<file path="src/rtl/conv_pkg.sv">
// Shared state encoding and geometry helpers for the convolution sequencer.
package conv_pkg;

    typedef enum logic [2:0] {
        ST_IDLE  = 3'd0,
        ST_CLR   = 3'd1,
        ST_MAC   = 3'd2,
        ST_STORE = 3'd3,
        ST_FIN   = 3'd4
    } state_e;

    localparam int CNT_W = 16;

    function automatic int out_dim(input int img, input int k);
        return img - k + 1;
    endfunction

    function automatic int taps(input int k);
        return k * k;
    endfunction

    function automatic int sel_w(input int n);
        return (n > 1) ? $clog2(n) : 1;
    endfunction

    // Width that holds every address without wrap, never narrower than the port.
    function automatic int full_addr_w(input int img_w, input int img_h, input int k,
                                       input int n_ch, input int addr_w);
        int span;
        int need;
        span = img_w * img_h;
        if (n_ch * k * k > span) span = n_ch * k * k;
        if (n_ch * out_dim(img_w, k) * out_dim(img_h, k) > span)
            span = n_ch * out_dim(img_w, k) * out_dim(img_h, k);
        need = $clog2(span + 1);
        return (need > addr_w) ? need : addr_w;
    endfunction

endpackage

</file>
<file path="src/rtl/conv_addr_gen.sv">
// Pixel/tap/channel counters and registered read/write address generation.
module conv_addr_gen
    import conv_pkg::*;
#(
    parameter int K      = 3,
    parameter int IMG_W  = 28,
    parameter int IMG_H  = 28,
    parameter int N_CH   = 4,
    parameter int ADDR_W = 16
) (
    input  logic                      clk,
    input  logic                      rst_n,
    input  logic                      clr,
    input  logic                      tap_adv,
    input  logic                      pix_adv,
    output logic [ADDR_W-1:0]         in_addr,
    output logic [ADDR_W-1:0]         w_addr,
    output logic [ADDR_W-1:0]         out_addr,
    output logic [sel_w(N_CH)-1:0]    ch_sel,
    output logic                      last_tap,
    output logic                      last_pix
);
    localparam int OW   = out_dim(IMG_W, K);
    localparam int OH   = out_dim(IMG_H, K);
    localparam int TAPS = taps(K);
    localparam int CH_W = sel_w(N_CH);
    localparam int FW   = full_addr_w(IMG_W, IMG_H, K, N_CH, ADDR_W);

    logic [CNT_W-1:0]  col_q, col_d, row_q, row_d, ky_q, ky_d, kx_q, kx_d;
    logic [CH_W-1:0]   ch_q, ch_d;
    logic [ADDR_W-1:0] in_addr_q, in_addr_d, w_addr_q, w_addr_d, out_addr_q, out_addr_d;
    logic [FW-1:0]     in_full, w_full, out_full;
    logic              kx_max, ky_max, col_max, row_max, ch_max;

    assign kx_max  = (kx_q == CNT_W'(K - 1));
    assign ky_max  = (ky_q == CNT_W'(K - 1));
    assign col_max = (col_q == CNT_W'(OW - 1));
    assign row_max = (row_q == CNT_W'(OH - 1));
    assign ch_max  = (ch_q == CH_W'(N_CH - 1));

    assign last_tap = ky_max && kx_max;
    assign last_pix = ch_max && row_max && col_max;

    always_comb begin
        col_d = col_q;
        row_d = row_q;
        ch_d  = ch_q;
        ky_d  = ky_q;
        kx_d  = kx_q;
        if (clr) begin
            col_d = '0;
            row_d = '0;
            ch_d  = '0;
            ky_d  = '0;
            kx_d  = '0;
        end else begin
            if (tap_adv) begin
                if (kx_max) begin
                    kx_d = '0;
                    ky_d = ky_max ? '0 : ky_q + CNT_W'(1);
                end else begin
                    kx_d = kx_q + CNT_W'(1);
                end
            end
            if (pix_adv) begin
                if (col_max) begin
                    col_d = '0;
                    if (row_max) begin
                        row_d = '0;
                        ch_d  = ch_max ? '0 : ch_q + CH_W'(1);
                    end else begin
                        row_d = row_q + CNT_W'(1);
                    end
                end else begin
                    col_d = col_q + CNT_W'(1);
                end
            end
        end
        // Addresses are formed from the next counter values so the registered
        // outputs line up with the state/strobes of the same cycle.
        in_full  = (FW'(row_d) + FW'(ky_d)) * FW'(IMG_W) + FW'(col_d) + FW'(kx_d);
        w_full   = FW'(ch_d) * FW'(TAPS) + FW'(ky_d) * FW'(K) + FW'(kx_d);
        out_full = FW'(ch_d) * FW'(OW * OH) + FW'(row_d) * FW'(OW) + FW'(col_d);
        in_addr_d  = in_full[ADDR_W-1:0];
        w_addr_d   = w_full[ADDR_W-1:0];
        out_addr_d = out_full[ADDR_W-1:0];
    end

    always_ff @(posedge clk or negedge rst_n) begin
        if (!rst_n) begin
            col_q      <= '0;
            row_q      <= '0;
            ch_q       <= '0;
            ky_q       <= '0;
            kx_q       <= '0;
            in_addr_q  <= '0;
            w_addr_q   <= '0;
            out_addr_q <= '0;
        end else begin
            col_q      <= col_d;
            row_q      <= row_d;
            ch_q       <= ch_d;
            ky_q       <= ky_d;
            kx_q       <= kx_d;
            in_addr_q  <= in_addr_d;
            w_addr_q   <= w_addr_d;
            out_addr_q <= out_addr_d;
        end
    end

    assign in_addr  = in_addr_q;
    assign w_addr   = w_addr_q;
    assign out_addr = out_addr_q;
    assign ch_sel   = ch_q;

endmodule

</file>
<file path="src/rtl/conv_seq_ctrl.sv">
// Convolution pass sequencer: CLR -> MAC(K*K taps) -> STORE per output pixel, then FIN.
module conv_seq_ctrl
    import conv_pkg::*;
#(
    parameter int K      = 3,
    parameter int IMG_W  = 28,
    parameter int IMG_H  = 28,
    parameter int N_CH   = 4,
    parameter int ADDR_W = 16
) (
    input  logic                   clk,
    input  logic                   rst_n,
    input  logic                   start,
    input  logic                   stall,
    input  logic                   abort,
    output logic [ADDR_W-1:0]      in_addr,
    output logic [ADDR_W-1:0]      w_addr,
    output logic [ADDR_W-1:0]      out_addr,
    output logic [sel_w(N_CH)-1:0] ch_sel,
    output logic                   acc_clr,
    output logic                   acc_en,
    output logic                   store,
    output logic                   busy,
    output logic                   done
);
    state_e state_q, state_d;
    logic   busy_q, busy_d, done_q, done_d;
    logic   cnt_clr, tap_adv, pix_adv, last_tap, last_pix;

    conv_addr_gen #(
        .K(K), .IMG_W(IMG_W), .IMG_H(IMG_H), .N_CH(N_CH), .ADDR_W(ADDR_W)
    ) u_addr_gen (
        .clk      (clk),
        .rst_n    (rst_n),
        .clr      (cnt_clr),
        .tap_adv  (tap_adv),
        .pix_adv  (pix_adv),
        .in_addr  (in_addr),
        .w_addr   (w_addr),
        .out_addr (out_addr),
        .ch_sel   (ch_sel),
        .last_tap (last_tap),
        .last_pix (last_pix)
    );

    always_comb begin
        state_d = state_q;
        cnt_clr = 1'b0;
        tap_adv = 1'b0;
        pix_adv = 1'b0;
        acc_clr = 1'b0;
        acc_en  = 1'b0;
        store   = 1'b0;
        // Abort outranks stall; a stalled cycle issues no strobes and moves nothing.
        if (state_q != ST_IDLE && abort) begin
            state_d = ST_IDLE;
            cnt_clr = 1'b1;
        end else if (!stall) begin
            case (state_q)
                ST_IDLE:  if (start && !abort) state_d = ST_CLR;
                ST_CLR: begin
                    acc_clr = 1'b1;
                    state_d = ST_MAC;
                end
                ST_MAC: begin
                    acc_en  = 1'b1;
                    tap_adv = 1'b1;
                    if (last_tap) state_d = ST_STORE;
                end
                ST_STORE: begin
                    store   = 1'b1;
                    pix_adv = 1'b1;
                    state_d = last_pix ? ST_FIN : ST_CLR;
                end
                ST_FIN:   state_d = ST_IDLE;
                default:  state_d = ST_IDLE;
            endcase
        end
        busy_d = (state_d != ST_IDLE);
        done_d = (state_d == ST_FIN);
    end

    always_ff @(posedge clk or negedge rst_n) begin
        if (!rst_n) begin
            state_q <= ST_IDLE;
            busy_q  <= 1'b0;
            done_q  <= 1'b0;
        end else begin
            state_q <= state_d;
            busy_q  <= busy_d;
            done_q  <= done_d;
        end
    end

    assign busy = busy_q;
    assign done = done_q;

endmodule

</file>
<file path="config.mk">
export PLATFORM = sky130hd
export DESIGN_NAME = conv_seq_ctrl
export DESIGN_NICKNAME = d
export VERILOG_FILES = /design/src/rtl/conv_pkg.sv /design/src/rtl/conv_addr_gen.sv /design/src/rtl/conv_seq_ctrl.sv
export SDC_FILE = /design/constraint.sdc
export NUM_CORES = 1
export LEC_CHECK = 0
export CAP_MARGIN = 0
export CORE_ASPECT_RATIO = 1.2
export CORE_MARGIN = 2
export CORE_UTILIZATION = 40
export DETAILED_ROUTE_END_ITERATION = 7
export GPL_TIMING_DRIVEN = 0
export PLACE_DENSITY = 0.58
export SKIP_LAST_GASP = 1
export SYNTH_ARGS = -nofsm -noshare
export SYNTH_HDL_FRONTEND = slang
export SYNTH_SLANG_ARGS = --single-unit
export TNS_END_PERCENT = 30
</file>
<file path="constraint.sdc">
create_clock -name clk -period 17.9 [get_ports clk]
set_clock_uncertainty 0.1 [all_clocks]
set_input_delay 3.58 -clock clk [delete_from_list [all_inputs] [get_ports clk]]
set_output_delay 3.58 -clock clk [all_outputs]
set_load 0.02 [all_outputs]
</file>
Word-level counts from Yosys, hierarchy flattened
Cells that the tools add are included.
{ "word_totals": {"ff_bits": 119, "latchBits": 0, "ram_bits": 0, "rom_bits": 0, "inputBits": 5, "output_inout_bits": 55, "wordCells": 81, "memories": 0} }
{ "op_classes": {"n_addsub": 12, "mul": 5, "n_div": 0, "n_lt_le_gt_ge": 0, "n_eq_ne": 9, "shifts": 0, "muxes": 35, "bitwise_logic": 0, "n_reduce_logical": 9} }
{ "op_table": {"columns": ["cell", "n"], "rows": [
  ["2-to-1 mux 16 bit", 14],
  ["adder 16 bit", 5],
  ["adder 16 x 1 -> 16 bit (second input constant)", 4],
  ["== test 16 x 2 -> 1 bit (second input constant)", 2],
  ["== test 16 x 5 -> 1 bit (second input constant)", 2],
  ["adder 12 x 16 -> 16 bit", 1],
  ["adder 6 x 16 -> 16 bit", 1],
  ["multiplier 16 x 2 -> 16 bit (second input constant)", 1],
  ["multiplier 16 x 3 -> 14 bit (second input constant)", 1],
  ["multiplier 16 x 4 -> 15 bit (second input constant)", 1],
  ["2-to-1 mux 3 bit", 5],
  ["one-hot mux 3 bit (4 select lines)", 1],
  ["multiplier 2 x 8 -> 10 bit (second input constant)", 1],
  ["2-to-1 mux 1 bit", 10],
  ["2-to-1 mux 2 bit", 5],
  ["== test 3 x 2 -> 1 bit (second input constant)", 2],
  ["multiplier 2 x 4 -> 6 bit (second input constant)", 1],
  ["nonzero test 3 bit", 2],
  ["logical AND 1 bit", 5],
  ["== test 3 x 1 -> 1 bit (second input constant)", 1],
  ["== test 3 bit (second input constant)", 1],
  ["logical NOT 3 bit", 1],
  ["adder 2 x 1 -> 2 bit (second input constant)", 1],
  ["== test 2 bit (second input constant)", 1],
  ["logical NOT 1 bit", 1]
]} }

Logic depth before layout (Yosys ltp)
Gate-level depths: netlist of the first run.
{ "logic_depth": {"ltp_word": 10, "mapped_depth": 37, "mapped_depth_nobuf": 36} }

Cells and area by module
Synthesis of the first run repeated with hierarchy kept, for this count alone.
{ "unflattened": {"hier_cells": 1195, "area_unflattened_um2": 11014.3} }
{ "modules_own_cells": {"columns": ["mod", "n_inst", "cells_each", "area_per_inst_um2", "seq_area_each_um2"], "rows": [
  ["conv_addr_gen", 1, 1161, 10689.0, 2827.7],
  ["conv_seq_ctrl", 1, 34, 325.3, 125.1]
]} }

Least setup slack after synthesis of the first run
No wires, ideal clock.
{ "synth_path": {"path_type": "in2reg", "start": "input port abort", "end": "register u_addr_gen.in_addr_q[15] (netlist: u_addr_gen.in_addr[15])", "setup_ns": 0.131, "arrival_ns": 9.964, "required_ns": 17.669, "path_slack_ns": 7.706, "path_stages": 33, "path_buffers": 1, "path_cell_list": "buf_2 nor3_4 nand3b_4 clkinv_2 nand2_1 or3_1 a21oi_1 ha_1 a21o_1 a31oi_1 nor2_1 o22ai_1 xnor2_1 fa_1 inv_1 ha_1 o21ai_0 nand2b_1 a21o_1 a21o_1 a21o_1 a21o_1 a21o_1 a21oi_1 xor2_1 fa_1 xnor2_1 xnor3_1 xnor3_1 xnor2_1 xnor2_1 xnor2_1 xnor2_1"} }
{ "synth_via": {"elab_chain_len": 8, "elab_cells_between_ends": 16, "classes_between": "add/sub: 3; mul: 1; mux: 11; reduce/logical: 1"} }
{ "synth_lines": {"columns": ["item", "line_no", "text"], "rows": [
  ["from (decl)", "conv_seq_ctrl.sv:15", "input logic abort,"],
  ["logical AND 1 bit", "conv_seq_ctrl.sv:55", "if (state_q != ST_IDLE && abort) begin"],
  ["2-to-1 mux 1 bit", null, null],
  ["net acc_en", "conv_seq_ctrl.sv:21", "output logic acc_en,"],
  ["2-to-1 mux 16 bit", "conv_addr_gen.sv:57", "if (tap_adv) begin"],
  ["2-to-1 mux 16 bit", "conv_addr_gen.sv:50", "if (clr) begin"],
  ["net u_addr_gen.ky_d[1]", "conv_addr_gen.sv:29", "logic [CNT_W-1:0] col_q, col_d, row_q, row_d, ky_q, ky_d, kx_q, kx_d;"],
  ["adder 16 bit", "conv_addr_gen.sv:81", "in_full = (FW'(row_d) + FW'(ky_d)) * FW'(IMG_W) + FW'(col_d) + FW'(kx_d);"],
  ["multiplier 16 x 3 -> 14 bit", "conv_addr_gen.sv:81", null],
  ["adder 16 bit (2 in a row)", "conv_addr_gen.sv:81", null],
  ["net u_addr_gen.in_addr_d[15]", "conv_addr_gen.sv:31", "logic [ADDR_W-1:0] in_addr_q, in_addr_d, w_addr_q, w_addr_d, out_addr_q, out_addr_d;"],
  ["to (signal assigned)", "conv_addr_gen.sv:105", "in_addr_q <= in_addr_d;"],
  ["to (decl)", "conv_addr_gen.sv:31", null]
]} }
The timed path passes the listed nets, and every way through them passes these cells.

Worst setup path in the final report of the first run
{ "layout_path": {"start": "input port stall", "end": "register u_addr_gen.in_addr_q[15] (netlist: u_addr_gen.in_addr[15])"} }
{ "layout_via": {"elab_chain_len": 8, "elab_cells_between_ends": 16, "classes_between": "add/sub: 3; mul: 1; mux: 12"} }
{ "layout_lines": {"columns": ["item", "line_no", "text"], "rows": [
  ["from (decl)", "conv_seq_ctrl.sv:14", "input logic stall,"],
  ["2-to-1 mux 1 bit", "conv_seq_ctrl.sv:58", "end else if (!stall) begin"],
  ["2-to-1 mux 1 bit", "conv_seq_ctrl.sv:55", null],
  ["2-to-1 mux 16 bit", "conv_addr_gen.sv:65", "if (pix_adv) begin"],
  ["2-to-1 mux 16 bit", "conv_addr_gen.sv:50", null],
  ["net u_addr_gen.row_d[0]", "conv_addr_gen.sv:29", null],
  ["adder 16 bit", "conv_addr_gen.sv:81", null],
  ["multiplier 16 x 3 -> 14 bit", "conv_addr_gen.sv:81", null],
  ["adder 16 bit (2 in a row)", "conv_addr_gen.sv:81", null],
  ["net u_addr_gen.in_addr_d[15]", "conv_addr_gen.sv:31", null]
]} }
The timed path passes the listed nets, and every way through them passes these cells.

==> flow_metrics.env, run 1 <==
export IMPL_outcome="complete, no violations"
export IMPL_drcViolationCount=0
export IMPL_globalplace_congestion=0.9049
export IMPL_clk_pin_slew_worst_paths_ns=0.06
export IMPL_final_util_pct=46.34
export IMPL_fin_crit_sh_pct=64.38
export IMPL_worst_pin_slew_ns=0.8661
export IMPL_critPathMaxFanout=7
export IMPL_ir_worst_vdd_uv=46.60
export IMPL_vias=8166
export IMPL_post_route_cells_drive_above_1_share_pct=8.162
export IMPL_clk_latency_ns=0.44
export IMPL_rsz0062_at_grt="no"
export IMPL_leakagePower_nw=6.718
export IMPL_cts_max_level=4
export IMPL_hold_viol=0
export IMPL_yosys_warnings=0
export IMPL_cp_common_cell="a21o_1"
export IMPL_die_area_um2=28600
export IMPL_timing_rr_start="u_addr_gen.row_q[12]"
export IMPL_rows=66
export IMPL_slew_viol_final=0
export IMPL_grt_pass1_wl_um=42750
export IMPL_grt_total_usage_pct=19.30
export IMPL_holdPathStages=2
export IMPL_setup_ws_ns=6.376
export IMPL_grt_pass1_vias=8180
export IMPL_initial_utilization_pct=40.38
export IMPL_antenna_found_initial=0
export IMPL_cap_violations=0
export IMPL_ios=60
export IMPL_synth_main_ff_cell="dfrtp_1"
export IMPL_synth_cells=1171
export IMPL_r2r_slack_ns=9.46
export IMPL_wirelength_um=25520
export IMPL_nFillCells=2549
export IMPL_cts_buffer_depth=2
export IMPL_startpoint_type="input pin"
export IMPL_slowest_stage="o31ai_2"
export IMPL_layout_common_cells="inv_1, ha_1, dfrtp_1"
export IMPL_dpl_hpwl_um=20570
export IMPL_worstPathArrival_ns=11.73
export IMPL_cts_sinks=118
export IMPL_critPathCaptureType="flip-flop"
export IMPL_dp_slack_ns=5.943
export IMPL_synth_cell_types=78
export IMPL_ctsResizeCount=0
export IMPL_design_core_area_um2=27000
export IMPL_synth_nets=1369
export IMPL_ctsHoldBuffers=0
export IMPL_critPathMaxStageDelay_ns=0.63
export IMPL_cts_root_buf="clkbuf_16"
export IMPL_die_h_um=184.9
export IMPL_synth_edf_count=0
export IMPL_nNetsFinal=1447
export IMPL_final_common_cell="inv_1"
export IMPL_yosysSeqAreaShare_pct=27.08
export IMPL_path_class="in2reg"
export IMPL_finalSetupViolations=0
export IMPL_routed_via_density=5.097
export IMPL_synth_avg_cell_area_um2=9.312
export IMPL_netlist_area_um2=10900
export IMPL_diodes=0
export IMPL_cts_tree="built"
export IMPL_hold_ws_ns=0.4491
export IMPL_whs_endpoint="u_addr_gen.row_q[15]"
export IMPL_relSlewSlack_pct=42.26
export IMPL_required_ns=18.11
export IMPL_ant_nets=0
export IMPL_grt_overflow=0
export IMPL_synth_seq_cells=118
export IMPL_timing_rr_end="u_addr_gen.in_addr[15]"
export IMPL_port_buffers=58
export IMPL_synthArstFlopShare_pct=100.0
export IMPL_area_growth_pct=14.77
export IMPL_hp_class="reg2reg"
export IMPL_fp_dieW_um=154.7
export IMPL_tns_ns=0
export IMPL_hold_start="u_addr_gen.row_q[15]"
export IMPL_period_needed_ns=11.52
export IMPL_cts_setup_buffers=0
export IMPL_drt_pass1_iterations=5
export IMPL_max_freq_mhz=86.77
export IMPL_numCtsBuffers=17
export IMPL_drt_iter0_drc=415
export IMPL_power_density_nw_per_um2=51.90
export IMPL_worst_r2r_path_depth=29
export IMPL_wire_per_inst_um=15.93
export IMPL_grt_max_degree=72
## layer usage
metal	share of wire, %	track usage [%]
met1	46	25.10
met2	49	32.68
met3	2.6	2.925
met4	2.5	7.037
met5	0	0
## stage by stage
step	area, µm²	cells	total power [mW]
global route	12510	1602	0.6730
floorplan	10900	1171	0.2957
global placement	11910	1569	0.3140
detailed placement	11940	1570	0.3150
CTS	12510	1602	0.6585
finish	12510	1602	0.6495
## worst max-delay path, delay by kind of cell
family,cells,cell delay (ns)
compound gates,11,2.91
xor+xnor,5,1.03
fa+ha+maj,6,2.41
buf+inv,2,0.61
simple gates,6,1.16
## state kept, by name (all words and copies together), names as in the netlist
signal               flops
u_addr_gen.ky_q         16
u_addr_gen.col_q        16
busy                     1
u_addr_gen.row_q        16
u_addr_gen.ch_sel        2
u_addr_gen.in_addr      16
state_q                  3
u_addr_gen.kx_q         16
u_addr_gen.out_addr     15
done                     1
u_addr_gen.w_addr       16
## cell families after synthesis
logic type / synth area share (%)
compound gates: 11.92
flops: 27.08
mux: 0.2869
simple gates: 15.39
fa+ha+maj: 26.14
buf+inv: 8.744
xor+xnor: 10.44
## layout make-up
class	instances	area, µm²	share of cell area (%)
tap	340	425.4	3.399
timing repair buffer	59	609.3	4.869
multi-input combinational	810	6998	55.92
buffer	17	103.9	0.8298
clock inverter	13	122.6	0.9798
inverter	226	849.6	6.789
clock buffer	19	452.9	3.619
sequential	118	2953	23.60
## synth_stat cells (3+ instances only)
cell,instances,area [µm²]
a211oi_1,3,22.52
a21boi_0,4,30.03
a21o_1,24,180.2
a21oi_1,60,300.3
a31oi_1,6,37.54
and2_1,6,37.54
and3_1,18,112.6
and4_1,4,35.03
buf_4,4,30.03
buf_6,3,33.78
clkbuf_1,8,30.03
dfrtp_1,118,2953
fa_1,58,1161
ha_1,135,1689
inv_1,225,844.6
nand2_1,54,202.7
nand2b_1,7,43.79
nand3_1,23,115.1
nand3_2,3,30.03
nand3b_1,3,22.52
nand4_1,16,100.1
nor2_1,58,217.7
nor2b_1,11,68.82
nor3_1,26,130.1
nor4_1,9,56.30
o211ai_1,6,45.04
o21a_1,6,45.04
o21ai_0,40,200.2
o21bai_1,11,82.58
o31a_1,4,35.03
or2_2,28,175.2
or3_1,8,50.05
or4_1,3,22.52
xnor2_1,79,691.9
xor2_1,44,385.4
## worst max path at each step
stage                from                endpoint  slack (ns)  cells past startpoint
floorplan           abort  u_addr_gen.in_addr[15]        7.71                     33
global placement    stall  u_addr_gen.in_addr[15]        5.95                     30
detailed placement  stall  u_addr_gen.in_addr[15]        5.94                     30
CTS                 stall  u_addr_gen.in_addr[15]        6.38                     30
global route        stall  u_addr_gen.in_addr[15]        5.93                     30
finish              stall  u_addr_gen.in_addr[15]        6.38                     30
## where the power goes
| group | leakage (nW) | switching (mW) | internal (mW) |
|---|---|---|---|
| Combinational | 4.80 | 0.0243 | 0.0124 |
| Sequential | 1.65 | 0.00250 | 0.270 |
| Clock | 0.273 | 0.141 | 0.199 |
No activity file was read; power rests on OpenSTA's default activity.
==> run 2: changes to the inputs <==
--- a/config.mk
+++ b/config.mk
@@ -11,7 +11,7 @@
 export CORE_UTILIZATION = 40
 export DETAILED_ROUTE_END_ITERATION = 7
 export GPL_TIMING_DRIVEN = 0
-export PLACE_DENSITY = 0.58
+export PLACE_DENSITY = 0.6
 export SKIP_LAST_GASP = 1
 export SYNTH_ARGS = -nofsm -noshare
 export SYNTH_HDL_FRONTEND = slang
==> constraint.sdc (replaced) <==
create_clock -name clk -period 10.15 [get_ports clk]
set_clock_uncertainty 0.1 [all_clocks]
set_input_delay 2.03 -clock clk [delete_from_list [all_inputs] [get_ports clk]]
set_output_delay 2.03 -clock clk [all_outputs]
set_load 0.02 [all_outputs]
==> flow_metrics.env, run 2 (synthesized netlist as in run 1, its figures left out) <==
export IMPL_area_growth_pct=15.74
export IMPL_hp_class="reg2reg"
export IMPL_cts_tree="built"
export IMPL_design_core_area_um2=27000
export IMPL_cp_num_buf_inv=1
export IMPL_startpoint_type="input pin"
export IMPL_cts_root_buf="clkbuf_16"
export IMPL_critPathTopFamily="compound AO/OA/AOI/OAI gates"
export IMPL_grt_pass1_wl_um=42200
export IMPL_die_area_um2=28600
export IMPL_leakagePower_nw=6.775
export IMPL_grt_max_degree=78
export IMPL_slowest_stage="clkdlybuf4s50_1"
export IMPL_clk_pin_slew_worst_paths_ns=0.06
export IMPL_rows=66
export IMPL_slew_viol_final=0
export IMPL_cts_sinks=118
export IMPL_fin_area_um2=12620
export IMPL_drt_pass1_iterations=5
export IMPL_antenna_found_initial=0
export IMPL_globalplace_congestion=0.8972
export IMPL_fin_cells=1602
export IMPL_vias=8117
export IMPL_power_mw=1.229
export IMPL_post_route_cells_drive_above_1_share_pct=8.399
export IMPL_port_buffers=58
export IMPL_cts_setup_buffers=0
export IMPL_critPathMaxFanout=7
export IMPL_critPathMaxStageDelay_ns=0.58
export IMPL_power_density_nw_per_um2=97.41
export IMPL_wirelength_um=25690
export IMPL_cap_violations=0
export IMPL_layout_common_cells="inv_1, ha_1, dfrtp_1"
export IMPL_dpl_hpwl_um=20560
export IMPL_final_common_cell="inv_1"
export IMPL_ios=60
export IMPL_numCtsBuffers=17
export IMPL_post_place_cells=1570
export IMPL_clk_latency_ns=0.43
export IMPL_nNetsFinal=1447
export IMPL_grt_pass1_vias=8005
export IMPL_final_util_pct=46.74
export IMPL_drcViolationCount=0
export IMPL_die_h_um=184.9
export IMPL_required_ns=10.40
export IMPL_max_freq_mhz=105.0
export IMPL_worst_pin_slew_ns=0.9183
export IMPL_grt_total_usage_pct=18.99
export IMPL_routed_via_density=5.067
export IMPL_finalSetupViolations=0
export IMPL_drt_iter0_drc=532
export IMPL_place_area_um2=11940
export IMPL_diodes=0
export IMPL_period_needed_ns=9.519
export IMPL_outcome="complete, no violations"
export IMPL_ir_worst_vdd_uv=101.4
export IMPL_fin_crit_sh_pct=93.79
export IMPL_worstPathArrival_ns=9.77
export IMPL_path_class="in2reg"
export IMPL_cp_common_cell="xnor2_1"
export IMPL_grt_overflow=0
export IMPL_cts_max_level=4
export IMPL_relSlewSlack_pct=38.41
export IMPL_hold_viol=0
export IMPL_fp_dieW_um=154.7
export IMPL_hold_ws_ns=0.4691
export IMPL_rsz0062_at_grt="no"
export IMPL_cts_buffer_depth=2
export IMPL_critPathCaptureType="flip-flop"
export IMPL_ant_nets=0
export IMPL_initial_utilization_pct=40.38
export IMPL_wire_per_inst_um=16.03
-- run 2: changes by cell type in the layout (fill, tap and decap cells not counted), sizes merged --
cell      before  now
clkinvlp       4    0
clkbuf        27   28
inv          229  225
clkinv         5    8
bufinv         1    5
-- run 2: layout make-up --
type	count	area, µm²
Clock buffer	20	456.7
Tap cell	340	425.4
Clock inverter	12	200.2
Inverter	226	849.6
Sequential cell	118	2953
Multi-Input combinational cell	810	7023
Timing Repair Buffer	59	609.3
Fill cell	2528	14380
Buffer	17	103.9
-- run 2: metrics by stage --
stage,setup TNS [ns],setup WS (ns)
after CTS,0,0.1842
after global routing,0,0.09837
after global placement,-0.2791,-0.2791
after floorplan,0,1.506
final,0,0.6307
after detailed placement,-0.2604,-0.2604
-- run 2: power breakdown --
group	switching, mW	internal, mW
combinational	0.0436	0.0221
sequential	0.00461	0.477
clock	0.233	0.449
-- run 2: metal layers --
layer  track usage (%)  vias up  share of wire (%)
li1                  -     4038                  -
met1             24.66     3857                 45
met2             32.38      188                 49
met3             2.667       34                3.5
met4             6.889        0                2.8
met5                 0        -                  0
-- run 2: repair_timing --
item | in CTS | in global routing
resized for setup | 0 | 5
setup endpoints to repair | 0 | 1
hold buffers | 0 | 0
-- run 2: path summary, 6_finish.rpt --
path	slack [ns]	to	cells after the start	startpoint
max	0.63	u_addr_gen.in_addr[15]	30	stall
min	0.47	u_addr_gen.row_q[15]	2	u_addr_gen.row_q[15]
max reg2reg	2.04	u_addr_gen.in_addr[15]	29	u_addr_gen.row_q[12]
min reg2reg	0.47	u_addr_gen.row_q[15]	2	u_addr_gen.row_q[15]
max in group asynchronous	7.79	u_addr_gen.out_addr[7]	2	rst_n
min in group asynchronous	1.40	u_addr_gen.w_addr[15]	1	rst_n
-- run 2: worst min-delay path, delay by kind of cell (launching register included) --
family,cells,cell delay (ns)
flops,1,0.37
xor+xnor,1,0.08
simple gates,1,0.08
==> run 3: changes to the inputs <==
--- a/config.mk
+++ b/config.mk
@@ -10,8 +10,9 @@
 export CORE_MARGIN = 2
 export CORE_UTILIZATION = 40
 export DETAILED_ROUTE_END_ITERATION = 7
-export GPL_TIMING_DRIVEN = 0
+export GPL_TIMING_DRIVEN = 1
 export PLACE_DENSITY = 0.6
+export REMOVE_ABC_BUFFERS = 1
 export SKIP_LAST_GASP = 1
 export SYNTH_ARGS = -nofsm -noshare
 export SYNTH_HDL_FRONTEND = slang
==> constraint.sdc (replaced) <==
create_clock -name clk -period 10.15 [get_ports clk]
set_clock_uncertainty 0.1 [all_clocks]
set_input_delay 3.045 -clock clk [delete_from_list [all_inputs] [get_ports clk]]
set_output_delay 3.045 -clock clk [all_outputs]
set_load 0.02 [all_outputs]
==> flow_metrics.env, run 3 (synthesized netlist as in run 1, its figures left out) <==
export IMPL_power_density_nw_per_um2=94.86
export IMPL_ir_worst_vdd_uv=87.82
export IMPL_tns_ns=0
export IMPL_grt_pass1_wl_um=42580
export IMPL_rows=66
export IMPL_antenna_found_initial=0
export IMPL_clk_pin_slew_worst_paths_ns=0.06
export IMPL_cts_buffer_depth=2
export IMPL_fin_crit_sh_pct=94.84
export IMPL_finalSetupViolations=0
export IMPL_fp_dieW_um=154.7
export IMPL_dpl_hpwl_um=20740
export IMPL_r2r_slack_ns=2.59
export IMPL_critPathMaxFanout=7
export IMPL_hp_class="reg2reg"
export IMPL_slew_viol_final=0
export IMPL_leakagePower_nw=6.955
export IMPL_drcViolationCount=0
export IMPL_hold_ws_ns=0.4629
export IMPL_relSlewSlack_pct=58.06
export IMPL_design_core_area_um2=27000
export IMPL_slowest_stage="clkdlybuf4s50_1"
export IMPL_diodes=0
export IMPL_port_buffers=59
export IMPL_cp_num_buf_inv=3
export IMPL_critPathCaptureType="flip-flop"
export IMPL_critPathTopFamily="compound AO/OA/AOI/OAI gates"
export IMPL_startpoint="abort"
export IMPL_max_freq_mhz=103.9
export IMPL_ios=60
export IMPL_post_route_cells_drive_above_1_share_pct=11.52
export IMPL_hold_viol=0
export IMPL_grt_pass1_vias=8197
export IMPL_cts_sinks=118
export IMPL_die_h_um=184.9
export IMPL_outcome="complete, no violations"
export IMPL_startpoint_type="input pin"
export IMPL_timing_rr_start="u_addr_gen.kx_q[0]"
export IMPL_layout_common_cells="inv_1, ha_1, dfrtp_1"
export IMPL_grt_total_usage_pct=19.22
export IMPL_cts_max_level=4
export IMPL_ctsHoldBuffers=0
export IMPL_die_area_um2=28600
export IMPL_required_ns=10.40
export IMPL_drt_pass1_iterations=5
export IMPL_rsz0062_at_grt="no"
export IMPL_worstPathArrival_ns=9.87
export IMPL_cap_violations=0
export IMPL_initial_utilization_pct=40.38
export IMPL_grt_max_degree=49
export IMPL_routed_via_density=5.008
export IMPL_ant_nets=0
export IMPL_hold_start="u_addr_gen.row_q[15]"
export IMPL_period_needed_ns=9.626
export IMPL_final_util_pct=47.73
export IMPL_clk_latency_ns=0.43
export IMPL_nNetsFinal=1479
export IMPL_cp_common_cell="xnor2_1"
export IMPL_globalplace_congestion=0.9082
export IMPL_worst_pin_slew_ns=0.6291
export IMPL_cts_root_buf="clkbuf_16"
export IMPL_final_common_cell="inv_1"
export IMPL_vias=8178
export IMPL_critPathMaxStageDelay_ns=0.46
export IMPL_cts_tree="built"
export IMPL_grt_overflow=0
export IMPL_area_growth_pct=18.20
export IMPL_numCtsBuffers=17
export IMPL_path_class="in2reg"
export IMPL_wirelength_um=25880
export IMPL_wire_per_inst_um=15.85
export IMPL_drt_iter0_drc=543
run 3: cell types whose count changed in the layout (fill, tap and decap cells not counted), sizes merged:
cell	previous run	this run
buf	11	50
clkbuf	28	22
clkdlybuf4s50	57	58
clkinv	8	4
clkinvlp	0	1
run 3: worst paths after layout:
path / endpoint / depth (start not counted)
max in group asynchronous: u_addr_gen.col_q[5] / 3
worst max-delay path: u_addr_gen.in_addr[15] / 32
worst min register to register: u_addr_gen.row_q[15] / 2
worst min-delay path: u_addr_gen.row_q[15] / 2
min in group asynchronous: u_addr_gen.w_addr[13] / 1
worst max register to register: u_addr_gen.in_addr[15] / 34
run 3: layout make-up:
cell class,instances,area (µm²)
clock inverters,9,172.7
inverters,226,849.6
flip-flops and latches,118,2953
multi-input cells,810,7058
well taps,340,425.4
fillers,2534,14110
clock buffers,22,474.2
repair buffers,108,955.9
run 3: per-stage QoR:
step	std cells	cell area (µm²)	setup slack, ns	power [mW]
global placement	1600	12170	0.08634	0.5546
global route	1633	12890	0.003527	1.265
finish	1633	12890	0.5238	1.223
floorplan	1154	10800	0.6027	0.5182
CTS	1631	12810	0.3264	1.238
detailed placement	1600	12170	-0.06083	0.5551
run 3: worst reg2reg max path: cells and delay by family (launching register included):
kind	cells	cell delay [ns]
compound gates	10	1.69
simple gates	7	1.43
buf+inv	2	0.24
flops	1	0.46
xor+xnor	9	1.66
fa+ha+maj	6	1.91
run 3: per-layer routing:
layer  GRT usage [%]  vias up  share of wire (%)
li1                -     4103                  -
met1           25.11     3878                 46
met2           32.21      158                 48
met3           2.737       39                2.9
met4           7.667        0                2.9
met5               0        -                  0
run 3: repair_timing:
action	in CTS	in global routing
resized for setup	0	12
setup endpoints to repair	0	1
setup buffers	0	2
run 3: report_power, final:
group / internal, mW / total [mW] / switching (mW)
logic: 0.0223 / 0.0631 / 0.0408
registers: 0.477 / 0.483 / 0.00635
clock network: 0.452 / 0.676 / 0.224
